`src/rtl/NVP_v1_constants.sv`:
```
// Shared accelerator constants and the output-writer FSM encoding.
// Latency: none (declarations only).
// Backpressure: not applicable.
package NVP_v1_constants;

  localparam int ACTIVATION_BANK_BIT_WIDTH   = 64;
  localparam int ACTIVATION_DATA_WIDTH       = 8;
  localparam int NUMBER_OF_PE_ARRAYS_PER_ROW = 4;

  // Elements held by one activation-bank word, and input beats needed to fill it.
  localparam int PACK           = ACTIVATION_BANK_BIT_WIDTH / ACTIVATION_DATA_WIDTH;
  localparam int BEATS_PER_WORD = PACK / NUMBER_OF_PE_ARRAYS_PER_ROW;

  typedef enum logic [1:0] {
    WR_IDLE = 2'd0,
    WR_RUN  = 2'd1,
    WR_DONE = 2'd2
  } wr_state_t;

endpackage

```
`src/rtl/output_word_packer.sv`:
```
// Collects PE-array beats into one bank-wide word; a short line end flushes a zero-filled word.
// Latency: word and strobe are registered, one cycle after the completing beat is accepted.
// Backpressure: none; accepts one beat per cycle, including the cycle a word is emitted.
module output_word_packer #(
  parameter int BEAT_WIDTH = NVP_v1_constants::NUMBER_OF_PE_ARRAYS_PER_ROW *
                             NVP_v1_constants::ACTIVATION_DATA_WIDTH,
  parameter int BEATS      = NVP_v1_constants::BEATS_PER_WORD
) (
  input  logic                        clk,
  input  logic                        reset,
  input  logic                        clear,
  input  logic                        beat_accept,
  input  logic                        line_end,
  input  logic [BEAT_WIDTH-1:0]       beat_data,
  output logic                        emit,
  output logic [BEAT_WIDTH*BEATS-1:0] word,
  output logic                        word_valid
);

  localparam int WORD_WIDTH = BEAT_WIDTH * BEATS;
  localparam int LANE_W     = (BEATS > 1) ? $clog2(BEATS) : 1;
  localparam logic [LANE_W-1:0] LAST_LANE = LANE_W'(BEATS - 1);

  logic [LANE_W-1:0]     lane;
  logic [WORD_WIDTH-1:0] pack_reg;
  logic [WORD_WIDTH-1:0] merged;

  // Current word with the incoming beat dropped into its lane group
  always_comb begin
    merged = pack_reg;
    for (int b = 0; b < BEATS; b++) begin
      if (lane == LANE_W'(b)) begin
        merged[b*BEAT_WIDTH +: BEAT_WIDTH] = beat_data;
      end
    end
    emit = beat_accept & (line_end | (lane == LAST_LANE));
  end

  // Lane bookkeeping; the pack register is zeroed after each emit so short words zero-fill
  always_ff @(posedge clk or posedge reset) begin
    if (reset) begin
      lane       <= '0;
      pack_reg   <= '0;
      word       <= '0;
      word_valid <= 1'b0;
    end else begin
      word_valid <= emit;
      if (emit) begin
        word <= merged;
      end
      if (clear) begin
        lane     <= '0;
        pack_reg <= '0;
      end else if (beat_accept) begin
        if (emit) begin
          lane     <= '0;
          pack_reg <= '0;
        end else begin
          lane     <= lane + LANE_W'(1);
          pack_reg <= merged;
        end
      end
    end
  end

endmodule

```
`src/rtl/output_array_writer.sv`:
```
// Packs PE-array results into bank words and drives the activation-buffer write port.
// Latency: one cycle from the completing beat to the write strobe; done pulses one cycle after the last strobe.
// Backpressure: none downstream; ready is high for the whole RUN state, one beat per cycle.
module output_array_writer
  import NVP_v1_constants::*;
#(
  parameter int ACTIVATION_BANK_BIT_WIDTH       = NVP_v1_constants::ACTIVATION_BANK_BIT_WIDTH,
  parameter int ACTIVATION_DATA_WIDTH           = NVP_v1_constants::ACTIVATION_DATA_WIDTH,
  parameter int NUMBER_OF_PE_ARRAYS_PER_ROW     = NVP_v1_constants::NUMBER_OF_PE_ARRAYS_PER_ROW,
  parameter int OUTPUT_WRITER_ADDRESS_BIT_WIDTH = 16,
  parameter int REGISTER_WIDTH                  = 32
) (
  input  logic                                                   clk,
  input  logic                                                   reset,
  input  logic                                                   i_start,
  input  logic [OUTPUT_WRITER_ADDRESS_BIT_WIDTH-1:0]             i_cfg_base_address,
  input  logic [OUTPUT_WRITER_ADDRESS_BIT_WIDTH-1:0]             i_cfg_line_stride,
  input  logic [REGISTER_WIDTH-1:0]                              i_cfg_line_elements,
  input  logic [REGISTER_WIDTH-1:0]                              i_cfg_line_count,
  input  logic [NUMBER_OF_PE_ARRAYS_PER_ROW*ACTIVATION_DATA_WIDTH-1:0] i_pe_data,
  input  logic                                                   i_pe_valid,
  output logic                                                   o_pe_ready,
  output logic [ACTIVATION_BANK_BIT_WIDTH-1:0]                   o_output_array,
  output logic [OUTPUT_WRITER_ADDRESS_BIT_WIDTH-1:0]             o_output_address,
  output logic                                                   o_output_valid,
  output logic                                                   o_busy,
  output logic                                                   o_done
);

  localparam int AW             = OUTPUT_WRITER_ADDRESS_BIT_WIDTH;
  localparam int RW             = REGISTER_WIDTH;
  localparam int LANES_PER_WORD = ACTIVATION_BANK_BIT_WIDTH / ACTIVATION_DATA_WIDTH;
  localparam int BEATS_IN_WORD  = LANES_PER_WORD / NUMBER_OF_PE_ARRAYS_PER_ROW;
  localparam int BEAT_WIDTH     = NUMBER_OF_PE_ARRAYS_PER_ROW * ACTIVATION_DATA_WIDTH;
  localparam logic [RW-1:0] ELEMS_PER_BEAT = RW'(NUMBER_OF_PE_ARRAYS_PER_ROW);

  // The word must split evenly into elements and the elements evenly into beats
  if ((ACTIVATION_BANK_BIT_WIDTH % ACTIVATION_DATA_WIDTH) != 0 ||
      (LANES_PER_WORD % NUMBER_OF_PE_ARRAYS_PER_ROW) != 0) begin : g_bad_geometry
    $error("output_array_writer: bank width must be a whole number of PE beats");
  end

  wr_state_t state;
  wr_state_t next_state;

  logic [AW-1:0] cfg_base;
  logic [AW-1:0] cfg_stride;
  logic [RW-1:0] cfg_elems;
  logic [RW-1:0] cfg_lines;

  logic [RW-1:0] elem_cnt;      // elements already accepted in the current line
  logic [RW-1:0] line_cnt;      // index of the current line
  logic [AW-1:0] line_offset;   // running line*stride, wraps with the address space
  logic [AW-1:0] word_in_line;

  logic accept;
  logic line_end;
  logic layer_end;
  logic start_layer;
  logic cfg_empty;
  logic emit;
  logic done_now;

  assign accept      = i_pe_valid & o_pe_ready;
  assign line_end    = (elem_cnt + ELEMS_PER_BEAT) >= cfg_elems;
  assign layer_end   = line_end & ((line_cnt + RW'(1)) == cfg_lines);
  assign start_layer = (state == WR_IDLE) & i_start;
  assign cfg_empty   = (i_cfg_line_elements == '0) | (i_cfg_line_count == '0);

  // State register
  always_ff @(posedge clk or posedge reset) begin
    if (reset) begin
      state <= WR_IDLE;
    end else begin
      state <= next_state;
    end
  end

  // Next-state: start only from IDLE, leave RUN on the final beat of the final line
  always_comb begin
    next_state = state;
    case (state)
      WR_IDLE: if (i_start) next_state = cfg_empty ? WR_DONE : WR_RUN;
      WR_RUN:  if (accept && layer_end) next_state = WR_DONE;
      WR_DONE: next_state = WR_IDLE;
      default: next_state = WR_IDLE;
    endcase
  end

  // State-decoded handshake and status
  always_comb begin
    o_pe_ready = (state == WR_RUN);
    o_busy     = (state != WR_IDLE);
    done_now   = (state == WR_DONE);
  end

  // Done is registered so it lands the cycle after the last strobe
  always_ff @(posedge clk or posedge reset) begin
    if (reset) begin
      o_done <= 1'b0;
    end else begin
      o_done <= done_now;
    end
  end

  // Config latch and line/word position tracking; line offset grows by stride per line
  always_ff @(posedge clk or posedge reset) begin
    if (reset) begin
      cfg_base     <= '0;
      cfg_stride   <= '0;
      cfg_elems    <= '0;
      cfg_lines    <= '0;
      elem_cnt     <= '0;
      line_cnt     <= '0;
      line_offset  <= '0;
      word_in_line <= '0;
    end else if (start_layer) begin
      cfg_base     <= i_cfg_base_address;
      cfg_stride   <= i_cfg_line_stride;
      cfg_elems    <= i_cfg_line_elements;
      cfg_lines    <= i_cfg_line_count;
      elem_cnt     <= '0;
      line_cnt     <= '0;
      line_offset  <= '0;
      word_in_line <= '0;
    end else if (accept) begin
      if (line_end) begin
        elem_cnt     <= '0;
        word_in_line <= '0;
        line_cnt     <= line_cnt + RW'(1);
        line_offset  <= line_offset + cfg_stride;
      end else begin
        elem_cnt <= elem_cnt + ELEMS_PER_BEAT;
        if (emit) begin
          word_in_line <= word_in_line + AW'(1);
        end
      end
    end
  end

  // Write address captured alongside the packed word
  always_ff @(posedge clk or posedge reset) begin
    if (reset) begin
      o_output_address <= '0;
    end else if (emit) begin
      o_output_address <= cfg_base + line_offset + word_in_line;
    end
  end

  output_word_packer #(
    .BEAT_WIDTH (BEAT_WIDTH),
    .BEATS      (BEATS_IN_WORD)
  ) u_packer (
    .clk         (clk),
    .reset       (reset),
    .clear       (start_layer),
    .beat_accept (accept),
    .line_end    (line_end),
    .beat_data   (i_pe_data),
    .emit        (emit),
    .word        (o_output_array),
    .word_valid  (o_output_valid)
  );

endmodule

```
`config.mk`:
```
export PLATFORM = sky130hd
export DESIGN_NAME = output_array_writer
export DESIGN_NICKNAME = d
export VERILOG_FILES = /design/src/rtl/NVP_v1_constants.sv /design/src/rtl/output_word_packer.sv /design/src/rtl/output_array_writer.sv
export SDC_FILE = /design/constraint.sdc
export NUM_CORES = 1
export LEC_CHECK = 0
export BUFFER_PORTS_ARGS = -buffer_cell sky130_fd_sc_hd__buf_2
export CAP_MARGIN = 15
export CELL_PAD_IN_SITES_DETAIL_PLACEMENT = 0
export CELL_PAD_IN_SITES_GLOBAL_PLACEMENT = 1
export CORE_UTILIZATION = 40
export CTS_CLUSTER_SIZE = 40
export DETAILED_ROUTE_END_ITERATION = 8
export PLACE_DENSITY_LB_ADDON = 0.1
export SLEW_MARGIN = 20
export SYNTH_ARGS = -nofsm -noshare
export SYNTH_HDL_FRONTEND = slang
export SYNTH_HIERARCHICAL = 1
export SYNTH_SLANG_ARGS = --single-unit
```
`constraint.sdc`:
```
create_clock -name clk -period 12.35 [get_ports clk]
set_input_delay 2.47 -clock clk [delete_from_list [all_inputs] [get_ports clk]]
set_output_delay 2.47 -clock clk [all_outputs]
set_load 0.1 [all_outputs]
```
==> results.txt <==
peak supply drop -> 0.0003309 V
Crit. End Element -> flop
sequential area share after synthesis -> 46.77%
antenna viol nets, final -> 0
DR vias/cell -> 5.340
Crit path arrival time -> 7310 ps
layout cells sized above 1 -> 16.79%
relative slew slack -> 30.25%
Synth area leaders -> dfrtp_1, nand2_1, ha_1, a21oi_1, xnor2_1
Async S/R FF share, synth -> 100.0%
hold-critical path endpoint -> cfg_elems[1]
hold_buf cts -> 0
net count reported at finish -> 2316
clk buf depth -> 3
Synth cell types -> 74
CTS clk-pin slew, worst paths -> 60 ps
top cells by count, synth -> dfrtp_1, nand2_1, nor2_1
final worst path period share -> 55.78%
Top FF cell, synth -> dfrtp_1
Iteration-0 DRC Markers -> 983
Routed WL -> 50360 um
die area -> 46190 um^2
yosys warns -> 6
first-pass GRT wire length -> 80990 um
Post-DP HPWL -> 34050 um
hold path depth -> 2
detailed-route via count -> 14519
worst r2r path cells -> 23
wire per inst -> 18.52 um
crit path kind -> flop to flop
reg-to-reg startpoint -> elem_cnt[2]
Worst-Skew Late Latency -> 560 ps
antenna violations before repair -> 5
CTS-repair resized insts -> 0
htree depth -> 2
gr ovfl total -> 0
clock root cell -> clkbuf_16
Worst setup SP type -> flop
io pins -> 216
Max-Cap Viols -> 0
hold_sp -> cfg_elems[1]
footprint of the multi-input gates -> 8820 um^2
# rows -> 77
area of the core -> 44510 um^2
status -> complete, no violations
worst-path fanout max -> 22
vias in the first global route -> 14364
Fin Hold WS -> 472.8 ps
Initial Util -> 40.75%
total track usage -> 21.89%
Mapped Nets -> 2149
post-route setup TNS -> 0 ps
Post-Syn Area per Cell -> 9.363 um^2
Final Slew Violations -> 0
post-synth top area cell -> dfrtp_1
Hold Crit Class -> flop to flop
flop2flop setup slack -> 5460 ps
router iterations before antenna repair -> 5
buffers added on ports -> 215
Fillers -> 4396
FF/Latch Area -> 8483 um^2
largest net degree at the start of global routing -> 124
post-route clock skew -> 9.573 ps
count leader, synth -> dfrtp_1
Fin. Hold Viols -> 0
RSZ-0062 raised after global routing -> false
Static Leakage -> 0.009958 uW
Worst EP required -> 12770 ps
final setup fails -> 0
Synth Cell Area -> 18140 um^2
Max Clk Rate -> 145.2 MHz
Post-CTS Setup Inserts -> 0
share of the synthesized area in the top cell type -> 46.77%
CTS tree -> built
die width -> 214.9 um
synth-to-layout area growth -> 14.37%
min Tclk post-route -> 6889 ps
measured slew at the worst slew-check pin -> 1046 ps
number of synthesized flops with an enable pin -> 0
Layout Utilization -> 46.60%
TritonCTS Buffers -> 41
DR DRC count -> 0
FF+latch count, synth -> 339
Final Power -> 4077 uW
Die Y -> 214.9 um
P per Cell Area -> 196.6 nW/um^2
RR Endpoint -> word_in_line[15]
Placer Congestion -> 0.8517
clk sink count -> 339
Mapped Cells -> 1937
## worst max-delay path, cell delays in order (launching register included)
cell and delay (ps):
dfrtp_1 390, ha_1 270, nand2_1 110, nor4_1 620, nand4_1 410, nor3_1 500
and3_1 290, xor2_1 80, ha_1 290, nand3_1 110, or3_1 420, or4_1 560
inv_1 100, a21oi_1 70, buf_4 180, inv_1 720, o21a_4 240, nor3b_1 270
buf_4 250, and4_1 270, and4_1 250, nand4_1 110, xor2_1 170, nor2_1 60
## power by group
group / total, uW / switching [uW] / internal [uW]
clock network: 1150 / 484 / 667
logic: 1530 / 1240 / 292
registers: 1400 / 124 / 1270
## metrics by stage
| step | instances | worst slack [ps] | cell area [um^2] |
|---|---|---|---|
| 3_3_place_gp | 2653 | 5665 | 19490 |
| 2_1_floorplan | 1937 | 4171 | 18140 |
| 4_1_cts | 2718 | 5466 | 20740 |
| 5_1_grt | 2719 | 4942 | 20740 |
| 3_5_place_dp | 2653 | 5486 | 19490 |
| 6_report | 2719 | 5461 | 20740 |
## layout make-up
cell class,instances,area share (%)
Multi-Input combinational cell,1425,42.52
Sequential cell,339,40.90
Clock buffer,58,5.737
Timing Repair Buffer,227,5.622
Tap cell,592,3.571
Inverter,70,1.351
Clock inverter,7,0.2895
Antenna cell,1,0.01206
## per-layer routing
metal	global-route usage (%)	routed length [um]
met1	30.28	23360
met2	35.19	23610
met3	4.190	2465
met4	5.452	877
met5	0	46
## worst max-delay path by stage
stage	start	depth (start not counted)	end	slack, ps
after CTS	elem_cnt[2]	23	word_in_line[15]	5470
final	elem_cnt[2]	23	word_in_line[15]	5460
after floorplan	reset	1	cfg_base[0]	4170
after global placement	elem_cnt[2]	23	word_in_line[15]	5670
after global routing	elem_cnt[2]	23	word_in_line[14]	4940
after detailed placement	elem_cnt[2]	23	word_in_line[15]	5490
## placed cells by master (no fill, tap or decap), types with 11 or more instances in the layout
master and count:
nand3_1 72, fa_1 17, nand2b_1 37, ha_1 63, nand2_1 313, nor2_1 138
xnor2_1 64, and3_1 18, a21oi_1 136, buf_4 12, clkbuf_16 41, o21ai_0 89
inv_1 65, or3_1 19, dfrtp_1 339, nor4_1 34, mux2_2 11, nor3_1 32
and2_1 43, o22ai_1 66, a21oi_2 19, nand4_1 28, nor2b_1 14, buf_2 215
xor2_1 56, o22ai_2 19
## kinds of logic after synthesis
logic type                 share of synthesized area (%)
xor gates and xnor gates                           5.795
and+or+nand+nor                                    20.90
buffers and inverters                              4.684
muxes                                             0.9590
DFF                                                46.77
adders and majority gates                          6.223
AOI/OAI and AO/OA                                  14.66
Power figures use the tool's default switching activity.
